### src/rtl/uart_frame_scheduler.sv
// Serialises a captured debug snapshot onto a byte valid/ready stream:
// header, payload MSB-first, then an 8-bit additive checksum. One-deep pending slot.
module uart_frame_scheduler #(
   parameter int          FRAME_BYTES = 12,
   parameter logic [7:0]  HEADER      = 8'hA5
) (
   input  logic                      clk,
   input  logic                      rst_n,
   input  logic                      snap_req,
   input  logic [8*FRAME_BYTES-1:0]  frame_in,
   output logic [7:0]                tx_data,
   output logic                      tx_valid,
   input  logic                      tx_ready,
   output logic                      busy,
   output logic                      pending,
   output logic [15:0]               frame_cnt,
   output logic [7:0]                drop_cnt
);

   localparam int         FW       = 8 * FRAME_BYTES;
   localparam logic [7:0] LAST_IDX = 8'(FRAME_BYTES - 1);

   typedef enum logic [1:0] {IDLE, HDR, DATA, SUM} state_t;

   state_t           state_q, state_d;
   logic [FW-1:0]    shift_q, pend_q;
   logic             pend_flag_q;
   logic [7:0]       csum_q, idx_q;
   logic [15:0]      frame_cnt_q;
   logic [7:0]       drop_cnt_q;

   logic             xfer, sum_xfer;
   logic             load_new, load_pend, capture, drop, shift_en, frame_done, pend_clr;
   logic [7:0]       cur_byte;

   function automatic logic [7:0] sat_inc8(input logic [7:0] v);
      return (v == 8'hFF) ? v : v + 8'd1;
   endfunction

   assign xfer     = (state_q != IDLE) & tx_ready;
   assign sum_xfer = (state_q == SUM) & xfer;
   assign cur_byte = shift_q[FW-1 -: 8];

   always_comb begin
      state_d    = state_q;
      load_new   = 1'b0;
      load_pend  = 1'b0;
      capture    = 1'b0;
      drop       = 1'b0;
      shift_en   = 1'b0;
      frame_done = 1'b0;
      pend_clr   = 1'b0;

      case (state_q)
         IDLE: begin
            if (snap_req) begin
               state_d  = HDR;
               load_new = 1'b1;
            end
         end
         HDR: begin
            if (xfer) state_d = DATA;
         end
         DATA: begin
            if (xfer) begin
               shift_en = 1'b1;
               if (idx_q == LAST_IDX) state_d = SUM;
            end
         end
         SUM: begin
            if (xfer) begin
               frame_done = 1'b1;
               if (pend_flag_q) begin
                  state_d   = HDR;
                  load_pend = 1'b1;
                  pend_clr  = 1'b1;
               end else if (snap_req) begin
                  state_d = HDR;
               end else begin
                  state_d = IDLE;
               end
            end
         end
         default: state_d = IDLE;
      endcase

      // A request at the closing SUM transfer either starts the next frame
      // directly or refills the slot the pending frame is vacating.
      if (snap_req && (state_q != IDLE)) begin
         if (sum_xfer) begin
            if (pend_flag_q) capture  = 1'b1;
            else             load_new = 1'b1;
         end else if (!pend_flag_q) begin
            capture = 1'b1;
         end else begin
            drop = 1'b1;
         end
      end
   end

   always_ff @(posedge clk or negedge rst_n) begin
      if (!rst_n) begin
         state_q     <= IDLE;
         shift_q     <= '0;
         pend_q      <= '0;
         pend_flag_q <= 1'b0;
         csum_q      <= 8'd0;
         idx_q       <= 8'd0;
         frame_cnt_q <= 16'd0;
         drop_cnt_q  <= 8'd0;
      end else begin
         state_q <= state_d;

         if (load_new) begin
            shift_q <= frame_in;
            csum_q  <= 8'd0;
            idx_q   <= 8'd0;
         end else if (load_pend) begin
            shift_q <= pend_q;
            csum_q  <= 8'd0;
            idx_q   <= 8'd0;
         end else if (shift_en) begin
            shift_q <= shift_q << 8;
            csum_q  <= csum_q + cur_byte;
            idx_q   <= idx_q + 8'd1;
         end

         if (capture) begin
            pend_q      <= frame_in;
            pend_flag_q <= 1'b1;
         end else if (pend_clr) begin
            pend_flag_q <= 1'b0;
         end

         if (frame_done) frame_cnt_q <= frame_cnt_q + 16'd1;
         if (drop)       drop_cnt_q  <= sat_inc8(drop_cnt_q);
      end
   end

   always_comb begin
      tx_data = 8'd0;
      case (state_q)
         HDR:     tx_data = HEADER;
         DATA:    tx_data = cur_byte;
         SUM:     tx_data = csum_q;
         default: tx_data = 8'd0;
      endcase
   end

   assign tx_valid  = (state_q != IDLE);
   assign busy      = (state_q != IDLE);
   assign pending   = pend_flag_q;
   assign frame_cnt = frame_cnt_q;
   assign drop_cnt  = drop_cnt_q;

endmodule

### config.mk
export PLATFORM = sky130hd
export DESIGN_NAME = uart_frame_scheduler
export DESIGN_NICKNAME = d
export VERILOG_FILES = /design/src/rtl/uart_frame_scheduler.sv
export SDC_FILE = /design/constraint.sdc
export NUM_CORES = 1
export LEC_CHECK = 0
export CAP_MARGIN = 5
export CORE_MARGIN = 1
export CORE_UTILIZATION = 30
export CTS_BUF_LIST = sky130_fd_sc_hd__clkbuf_4 sky130_fd_sc_hd__clkbuf_8
export DETAILED_ROUTE_END_ITERATION = 10
export PLACE_DENSITY = 0.48
export REMOVE_ABC_BUFFERS = 1
export SLEW_MARGIN = 10
export SYNTH_ARGS = -nofsm -noshare
export SYNTH_HDL_FRONTEND = slang
export SYNTH_SLANG_ARGS = --single-unit
### constraint.sdc
create_clock -name clk -period 3 [get_ports clk]
set_input_delay 0.45 -clock clk [delete_from_list [all_inputs] [get_ports clk]]
set_output_delay 0.45 -clock clk [all_outputs]
set_load 0.01 [all_outputs]
# Word level (Yosys, flattened, before mapping)
# Index checks and enable logic that the tools add are counted.
totals:
  regBits: 235
  latch_bits: 0
  mem_bits_rw: 0
  mem_bits_ro: 0
  input_bits: 100
  out_inout_bits: 35
  elab_cells: 68
  mem_count: 0
classes:
  n_addsub: 4
  mul: 0
  n_div: 0
  order_cmp: 0
  n_eq_ne: 10
  shift: 0
  muxes: 36
  bitwise: 3
  reduce_logical: 7
ops:
  columns: ["cell", "n"]
  rows:
  - ["96-bit two-way mux", 3]
  - ["8-bit two-way mux", 6]
  - ["8-bit case mux with 3 select lines", 1]
  - ["1-bit two-way mux", 20]
  - ["16-bit by 1-bit adder with 16-bit output (second input constant)", 1]
  - ["8-bit by 1-bit adder with 8-bit output (second input constant)", 2]
  - ["2-bit two-way mux", 5]
  - ["2-bit != test (second input constant)", 5]
  - ["8-bit adder", 1]
  - ["8-bit by 4-bit equality test with 1-bit output (second input constant)", 1]
  - ["8-bit equality test (second input constant)", 1]
  - ["2-bit case mux with 4 select lines", 1]
  - ["5-bit AND reduction", 1]
  - ["2-bit equality test (second input constant)", 2]
  - ["2-bit nonzero test", 2]
  - ["3-bit nonzero test", 1]
  - ["1-bit bitwise AND", 2]
  - ["2-bit by 1-bit equality test with 1-bit output (second input constant)", 1]
  - ["2-bit logical NOT", 1]
  - ["2-bit AND reduction", 1]
  - ["1-bit logical AND", 1]
  - ["1-bit inverter", 1]

# Logic depth before layout (Yosys ltp)
# Gate-level depths: netlist (run 1).
depth:
  word_depth: 7
  depth_mapped: 11
  depth_no_buf: 9

# Least setup slack after synthesis (run 1)
# OpenSTA, ideal clock, no wires.
synth_timing:
  kind: "reg-to-reg"
  start: "reg state_q[1]"
  end: "reg pend_q[66]"
  arrival_ps: 2645
  path_slack_ps: 231
  stages_incl_launch_ff: 12
  path_buffers: 4
  synth_period_minus_slack_ps: 2769
  cell_sequence: "dfrtp_1 -> inv_1 -> ha_1 -> and3b_1 -> buf_2 -> clkbuf_1 -> inv_1 -> ha_1 -> nand2_1 -> buf_2 -> buf_2 -> mux2_2"
synth_between:
  elab_chain_len: 5
synth_lines:
  columns: ["item", "line_no", "source"]
  rows:
  - ["start: declaration", "25", "state_t state_q, state_d;"]
  - ["start signal: assignment", "112", "state_q <= state_d;"]
  - ["2-bit nonzero test", "40, 89", null]
  - ["1-bit bitwise AND", "40", "assign xfer = (state_q != IDLE) & tx_ready;"]
  - ["1-bit bitwise AND", "41", "assign sum_xfer = (state_q == SUM) & xfer;"]
  - ["1-bit two-way mux", "90", "if (sum_xfer) begin"]
  - ["1-bit two-way mux *", "89", "if (snap_req && (state_q != IDLE)) begin"]
  - ["end signal: assignment", "129", "pend_q <= frame_in;"]
  - ["end: declaration", "26", "logic [FW-1:0] shift_q, pend_q;"]
# Mark *: on every way between the ends. The rest lies on a longest branch, timed or not.
# A chain may end at the register's enable or synchronous reset.

# Worst setup path in the final report (run 1)
layout_timing:
  start: "reg state_q[1]"
  end: "out tx_data[2]"
layout_between:
  elab_chain_len: 2
layout_lines:
  columns: ["item", "line_no", "source"]
  rows:
  - ["2-bit equality test or 2-bit by 1-bit equality test with 1-bit output (tied branches)", "142", "case (state_q)"]
  - ["8-bit case mux with 3 select lines *", "142", null]
  - ["end: declaration", "11", "output logic [7:0] tx_data,"]
# Marks and branches as above.

==> results of run 1 <==
==> worst register-to-register path, cell delays in order, from the launching register on <==
cell	delay, ns
sky130_fd_sc_hd__dfrtp_1	0.49
sky130_fd_sc_hd__inv_1	0.14
sky130_fd_sc_hd__ha_1	0.21
sky130_fd_sc_hd__and3b_4	0.32
sky130_fd_sc_hd__inv_1	0.08
sky130_fd_sc_hd__ha_1	0.31
sky130_fd_sc_hd__nand2_4	0.19
sky130_fd_sc_hd__buf_12	0.28
sky130_fd_sc_hd__mux2_2	0.38
==> registers in the layout, indices dropped and copies added (netlist names) <==
name       flops
pending        1
drop_cnt       8
state_q        2
csum_q         8
pend_q        96
shift_q       96
idx_q          8
frame_cnt     16
==> synthesized netlist by cell type (all sizes together), types with 2 or more instances <==
master  number
inv         16
o21ai      185
and2         3
nand2      214
nand4        9
o211a        2
nand3      182
nor2        27
ha          15
dfrtp      235
clkbuf      29
and3b        2
buf         57
a22oi        8
nand2b       3
a211oi       2
a21oi       17
mux2        97
and3        10
or3          2
a222oi       8
xor2        15
nor2b        4
xnor2       15
==> placed cells by master, fill, tap and decap left out, types with 2 or more instances in the layout <==
master / count
sky130_fd_sc_hd__dfrtp_1: 234
sky130_fd_sc_hd__nand2_1: 213
sky130_fd_sc_hd__nand3_1: 182
sky130_fd_sc_hd__o21ai_0: 159
sky130_fd_sc_hd__clkdlybuf4s50_1: 133
sky130_fd_sc_hd__mux2_2: 97
sky130_fd_sc_hd__clkbuf_8: 55
sky130_fd_sc_hd__nor2_1: 26
sky130_fd_sc_hd__o21ai_1: 25
sky130_fd_sc_hd__inv_1: 16
sky130_fd_sc_hd__a21oi_1: 16
sky130_fd_sc_hd__xnor2_1: 15
sky130_fd_sc_hd__xor2_1: 15
sky130_fd_sc_hd__ha_1: 14
sky130_fd_sc_hd__buf_12: 14
sky130_fd_sc_hd__clkbuf_4: 12
sky130_fd_sc_hd__and3_1: 10
sky130_fd_sc_hd__buf_4: 10
sky130_fd_sc_hd__nand4_1: 9
sky130_fd_sc_hd__a22oi_1: 8
sky130_fd_sc_hd__a222oi_1: 8
sky130_fd_sc_hd__nor2b_1: 4
sky130_fd_sc_hd__nand2b_1: 3
sky130_fd_sc_hd__and2_1: 3
sky130_fd_sc_hd__clkinv_2: 3
sky130_fd_sc_hd__o211a_1: 2
sky130_fd_sc_hd__or3_1: 2
sky130_fd_sc_hd__a211oi_1: 2
==> timing repair <==
action                                  in CTS  in global routing
hold endpoints to repair                    80                  0
hold buffers                                 1                  0
gates resized for setup                      0                  1
endpoints found under the setup margin       0                  5
==> layout make-up <==
class / count / area (sq um)
well taps: 468 / 586
repair buffers: 159 / 1710
inverters: 16 / 60.1
fillers: 3764 / 22700
multi-input cells: 832 / 4920
clock inverters: 5 / 53.8
flip-flops and latches: 235 / 5880
clock buffers: 67 / 847
==> power by group <==
part	internal, mW	total [mW]	switching (mW)	leakage (nW)
clock	1.87	3.21	1.34	0.481
combinational	2.59	5.72	3.13	2.80
sequential	4.56	5.35	0.784	2.94
total	9.02	14.3	5.25	6.22
==> per-stage QoR <==
step | TNS (ns) | utilization, %
6_report | 0 | 38.2
4_1_cts | 0 | 38.2
3_5_place_dp | 0 | 35.8
2_1_floorplan | -519.96 | -
3_3_place_gp | 0 | 35.8
5_1_grt | 0 | 38.2
==> cells by family after synthesis <==
kind of cell / count (synthesis) / synth area share (%)
AND/OR/NAND/NOR: 461 / 18.5
flip-flops: 235 / 52.3
AO/OA/AOI/OAI: 228 / 11.1
buffers and inverters: 102 / 4.21
multiplexers: 97 / 9.71
XOR/XNOR: 30 / 2.34
adder cells (fa/ha/maj): 16 / 1.85
==> worst max-delay path by stage <==
stage	startpoint	slack [ns]	depth (start not counted)	endpoint
after floorplan	state_q[1]	-2.91	7	pend_q[0]
after global placement	tx_ready	0.37	7	pend_q[65]
after detailed placement	tx_ready	0.32	7	pend_q[73]
after CTS	state_q[0]	0.09	5	tx_data[2]
after global routing	state_q[1]	0.001	5	tx_data[2]
final	state_q[1]	0.20	5	tx_data[2]
==> routing by layer <==
layer  part of all wire (%)  routed length [um]
met1                     49               14500
met2                     45               13400
met3                    4.1                1230
met4                    1.4                 406
met5                  0.051                  15
==> run summary, run 1 <==
The largest area contributor in the synthesized netlist is sky130_fd_sc_hd__dfrtp_1. The count of state elements after synthesis came out at 235. The count of endpoints failing hold in the final timing report is 0. The pre-CTS worst setup slack came out at 0.317 ns.

The finished cells cover 0.0141 sq mm. The I/O pin count came out at 135. The congestion estimate from routability-driven global placement came to 0.798. TritonCTS built the clock tree. The worst setup path is captured at an output port. The met1 usage is 22.7%. The final critical path takes up 93.4% of the cycle.

Counting instances, the worst hold path has a depth of 1. The routed length per instance is 16.6 um. Of all nets on the critical path, the largest fanout is 13. The layout overhead on the synthesized area is 25.1%.

The number of maximum-capacitance violations is 0. The proportion of netlist area held by the largest area contributor is 52.3%. Dividing the detail-routed via count by the number of cells gives 4.95. The worst setup path is launched from a register.

The static leakage power came out at 6.22 nW. The number of nets at the end of the flow is 1,405. The initialized floorplan defines 70 standard-cell rows. The hold path endpoint is frame_cnt[15]. The worst path required time came out at 2.55 ns.

The global-route met2 utilization came out at 25.2%. The detailed placer's ending HPWL is 17,900 um. The maximum single-stage delay on the critical path is 0.55 ns. The antenna diode count is 0.

The first-pass iteration count of the detailed router is 4. The buffer levels on the longest clock path is 3. The violation count after the first detailed-routing iteration is 444.

The later-pin clock latency in the skew report is 0.55 ns. The flip-flop cell with the highest count after synthesis is sky130_fd_sc_hd__dfrtp_1. The transition time at the pin with the least slew margin is 0.737 ns.

The initial core utilization came out at 30.6%. Clock tree synthesis selected as its root buffer the cell sky130_fd_sc_hd__clkbuf_8. The total clock buffers created by CTS came out at 45. Ranked by total cell area, the synthesized netlist is headed by sky130_fd_sc_hd__dfrtp_1 52%, sky130_fd_sc_hd__mux2_2 9.7%, sky130_fd_sc_hd__nand3_1 8.1%, sky130_fd_sc_hd__nand2_1 7.1%, sky130_fd_sc_hd__o21ai_0 7.1%.

In the final layout, the share of cells above drive strength 1 is 15.4%. The slowest stage of the critical path is the sky130_fd_sc_hd__clkdlybuf4s50_1 cell. The number of distinct library cell variants in the gate-level netlist after synthesis is 43. The arrival time at the worst endpoint came out at 2.35 ns.

The initial antenna violation count came out at 1. The relative max-transition margin is 50.9%. The remaining routing DRC violations came out at 0. The final cell count without fillers came out at 1,782.

In this run the power density over the cells is 1010 mW/mm^2. The sequential area share after synthesis came out at 52.3%. The final worst clock skew came out at 0.0187 ns. The detail route stage leaves a number of antenna-violating nets equal to 0. The residual overflow from global routing came out at 0. The flow ran to the end, and the final reports show no timing, DRC or antenna violations. The number of enable-type register cells in the synthesized netlist came out at 0. The peak clock frequency supported by timing is 0.357 GHz. The count of buffering cells on the critical path with inverters included came out at 2. The critical path in this run is classified as register to output port. The signal on the critical path passes through ha_1 > buf_4 > a22oi_1 > a21oi_1 > clkdlybuf4s50_1. The worst slack on hold paths is 0.470 ns.

The reg2reg setup slack is 0.50 ns. The number of endpoints failing setup at the final stage came out at 0. The startpoint identified for the worst register-to-register timing path is state_q[1].

The async set-or-reset flop fraction in the synthesized netlist came out at 100%. The vertical extent of the die came out at 196 um. The die is 196 um wide. The number of H-tree levels came out at 2. A synthesized cell averages 9.62 sq um. For the finished layout, the period the worst path requires is 2.80 ns. The total power came out at 14.3 mW. After clock tree synthesis, the clock-pin slew on the worst setup and hold paths is 0.06 ns. Input and output buffers added on the ports amount to 134. The cell area that synthesis handed to floorplanning was 0.0112 sq mm. After technology mapping, the gate count stands at 1,169. On the critical path the largest part of the delay comes from buffers and inverters. The post-detailed-routing wire length came out at 29,600 um.

In this run the most critical hold path is launched from frame_cnt[15]. The clock sink count came out at 235. Summing all placed instances gives a cell area of 0.0132 sq mm. The largest net degree at the start of global routing is 99. The first-pass GRT wire length came out at 49,200 um. The area of the core came out at 0.0368 sq mm. Once placement completed, the tool counted placed cells totaling 1,709. The number of synthesis warnings is 0.

Across every metal layer, demand over resource in global routing totals 16.0%. Setup repair after global routing left no endpoint under its margin. The worst voltage drop across the vdd grid came out at 463 uV.

The die covers 0.0383 sq mm. The worst register-to-register path has a depth of 8. The worst hold path belongs to the class register to register. Buffers added to address setup during post-CTS repair amount to 0. The met3 usage in global routing came out at 2.88%. The total number of vias is 8,818.

The final worst slack came out at 0.198 ns. The count of final max-slew check failures came to 0. The peak-usage layer in the global routing report is met2. The number of global-route vias before repair came to 8,999. The reg-to-reg endpoint is pend_q[90].
(Power assumes the default switching activity.)
==> run 2, diff against run 1 <==
CORE_ASPECT_RATIO = 2   (was unset)
PLACE_DENSITY = 0.46   (was 0.48)
clock period = 3.3 ns   (was 3 ns; I/O delays follow)
==> run 2 against run 1 <==
The flow now finishes with violations (DRC). Routed wire length increased by 2.1%. Register-to-register slack improved by 0.22 ns. Clock-buffer cell count down 5. Global-route usage up 0.23 points. Power shrank 11%. Critical path type unchanged. Largest power group unchanged.
==> run summary, run 2 (synthesis gave the netlist of run 1 again) <==
The run finished, with violations left. The final reports fail on DRC. The worst setup path is launched from a register. The vertical extent of the die is 276 um (+41%). The total number of vias came to 8,841 (+0.26%). The largest net degree at the start of global routing is 96 (-3.0%).

The combined global-route utilization of all metal layers came out at 16.3% (+0.23 points). The first-pass iteration count of the detailed router was 9 (+5). The final estimated routing congestion in global placement came out at 0.767 (-3.9%). The post-cts sizing count is 0 (unchanged). The worst setup path is captured at an output port. The worst voltage drop across the vdd grid came out at 519 uV (+12%). The maximum single-stage delay on the critical path was 0.55 ns (about the same). Setup repair after global routing left no endpoint under its margin.

The count of buffers added by post-CTS timing repair for setup was 0 (unchanged). For this design, the slowest cell found on the critical path is sky130_fd_sc_hd__clkdlybuf4s50_1. The later-pin clock latency in the skew report is 0.55 ns (about the same). The path type of the worst min-delay path is register to register.

The violation count after the first detailed-routing iteration came out at 424 (-4.5%). The first-pass GRT wire length is 49,300 um (+0.29%). The power density over the cells is 911 mW/mm^2 (-10%). The critical setup path kind is register to output port. The clock sink count is 235 (unchanged). The post-detailed-routing wire length came out at 30,200 um (+2.1%). The buffer levels on the longest clock path came to 3 (unchanged). The area of the core is 0.0370 sq mm (+0.68%).

The total cell area at the placement stage is 0.0131 sq mm (-0.33%). The number of H-tree levels came to 2 (unchanged). The routed length per instance is 17.1 um (+3.0%). The total clock buffers created by CTS is 39 (-13%). The die span in x is 139 um (-29%). Traced cell by cell, the critical path runs through inv_1 > ha_1 > a22oi_1 > a21oi_1 > clkdlybuf4s50_1. The count of endpoints failing hold in the final timing report came out at 0 (unchanged). The pre-CTS worst setup slack is 0.465 ns (+0.148 ns). The setup TNS after final layout was 0 ns (unchanged). The count of buffering cells on the critical path with inverters included came out at 2 (unchanged). The detailed placer's ending HPWL came out at 19,000 um (+5.7%).

The count of input and output buffers is 134 (unchanged). The final worst-path cycle share is 88.7%. Subtracting the final worst setup slack from the clock period gives 2.93 ns. The static leakage power came out at 6.14 nW (-1.3%). The kind of cell with the highest combined delay along the critical path is buffers and inverters. The initial antenna violation count came out at 1 (unchanged). The worst-path maximum fanout came out at 11 (-2). The number of global-route vias before repair came out at 9,001 (+0.022%). The number of placement rows came out at 100 (+43%).

The relative max-transition margin came out at 44.1% (-6.8 points). The residual overflow from global routing came to 0 (unchanged). The peak clock frequency supported by timing is 0.342 GHz.

The remaining routing DRC violations came out at 6 (+6). The final worst clock skew came out at 0.0147 ns (-0.00407 ns). The library cell used most frequently in the layout, excluding fill and tap cells, is sky130_fd_sc_hd__dfrtp_1. The total die area is 0.0383 sq mm (+0.12%).

The transition time at the pin with the least slew margin came out at 0.835 ns (+0.0986 ns). In the layout the commonest cells are 234 x sky130_fd_sc_hd__dfrtp_1, 213 x sky130_fd_sc_hd__nand2_1, 182 x sky130_fd_sc_hd__nand3_1. The layout overhead on the synthesized area came out at 23.6%. The final worst slack came out at 0.373 ns (+0.175 ns). The number of endpoints failing setup at the final stage came out at 0 (unchanged).

The clock transition at the registers of the reported paths came out at 0.05 ns (about the same). The arrival time at the worst endpoint came to 2.43 ns (+0.08 ns). The initial core utilization is 30.4% (-0.21 points). The number of nets at the end of the flow came out at 1,398 (-0.50%). The final standard cell area without fillers came out at 0.0139 sq mm (-1.2%). The worst slack on hold paths is 0.472 ns (+0.00193 ns). The average vias per placed instance is 5.01 (+1.2%). The final antenna-violating net count is 0 (unchanged). The worst path required time came out at 2.80 ns (+0.25 ns).

The I/O pin count is 135 (unchanged). The number of maximum-capacitance violations came to 0 (unchanged). The count of hold-fix buffers inserted at cts came out at 1 (unchanged).

The count of final max-slew check failures came to 0 (unchanged). In this run the clock root is driven by a sky130_fd_sc_hd__clkbuf_8. The CTS tree is built. The layout cell share with drive strength beyond 1 was 14.9% (-0.59 points).
run 2: layout make-up:
type                       instances  area, sq um
inverter                          16         60.1
fill                            3755        23100
sequential                       235         5880
clock buffer                      62          759
antenna                            1         2.50
clock inverter                     3         17.5
tap                              459          574
timing repair buffer             158         1680
multi-input combinational        832         4920
run 2: report_power, final:
part,internal [mW],switching (mW)
registers,4.14,0.763
logic,2.32,2.82
clock network,1.45,1.17
total,7.91,4.75
run 2: per-layer routing:
metal	vias up	track usage (%)	share of wire, %
met5	-	0	0
met4	0	5.76	2.6
met3	44	2.34	3.2
met2	144	31.0	54
met1	4373	18.3	41
li1	4280	-	-
run 2: stage by stage:
step	power [mW]	util, %	cells
after floorplan	8.35	-	1083
after global placement	10.1	35.4	1699
after detailed placement	10.2	35.4	1699
after CTS	12.9	37.5	1765
after global routing	13.8	37.5	1766
final	12.7	37.5	1766
run 2: worst paths after layout:
check	startpoint	to	slack, ns	cells past startpoint
max	state_q[0]	tx_data[5]	0.37	5
min	frame_cnt[15]	frame_cnt[15]	0.47	1
max reg2reg	state_q[1]	pend_q[61]	0.72	8
min reg2reg	frame_cnt[15]	frame_cnt[15]	0.47	1
max in group asynchronous	rst_n	pend_q[16]	1.99	3
min in group asynchronous	rst_n	pend_q[85]	0.56	2
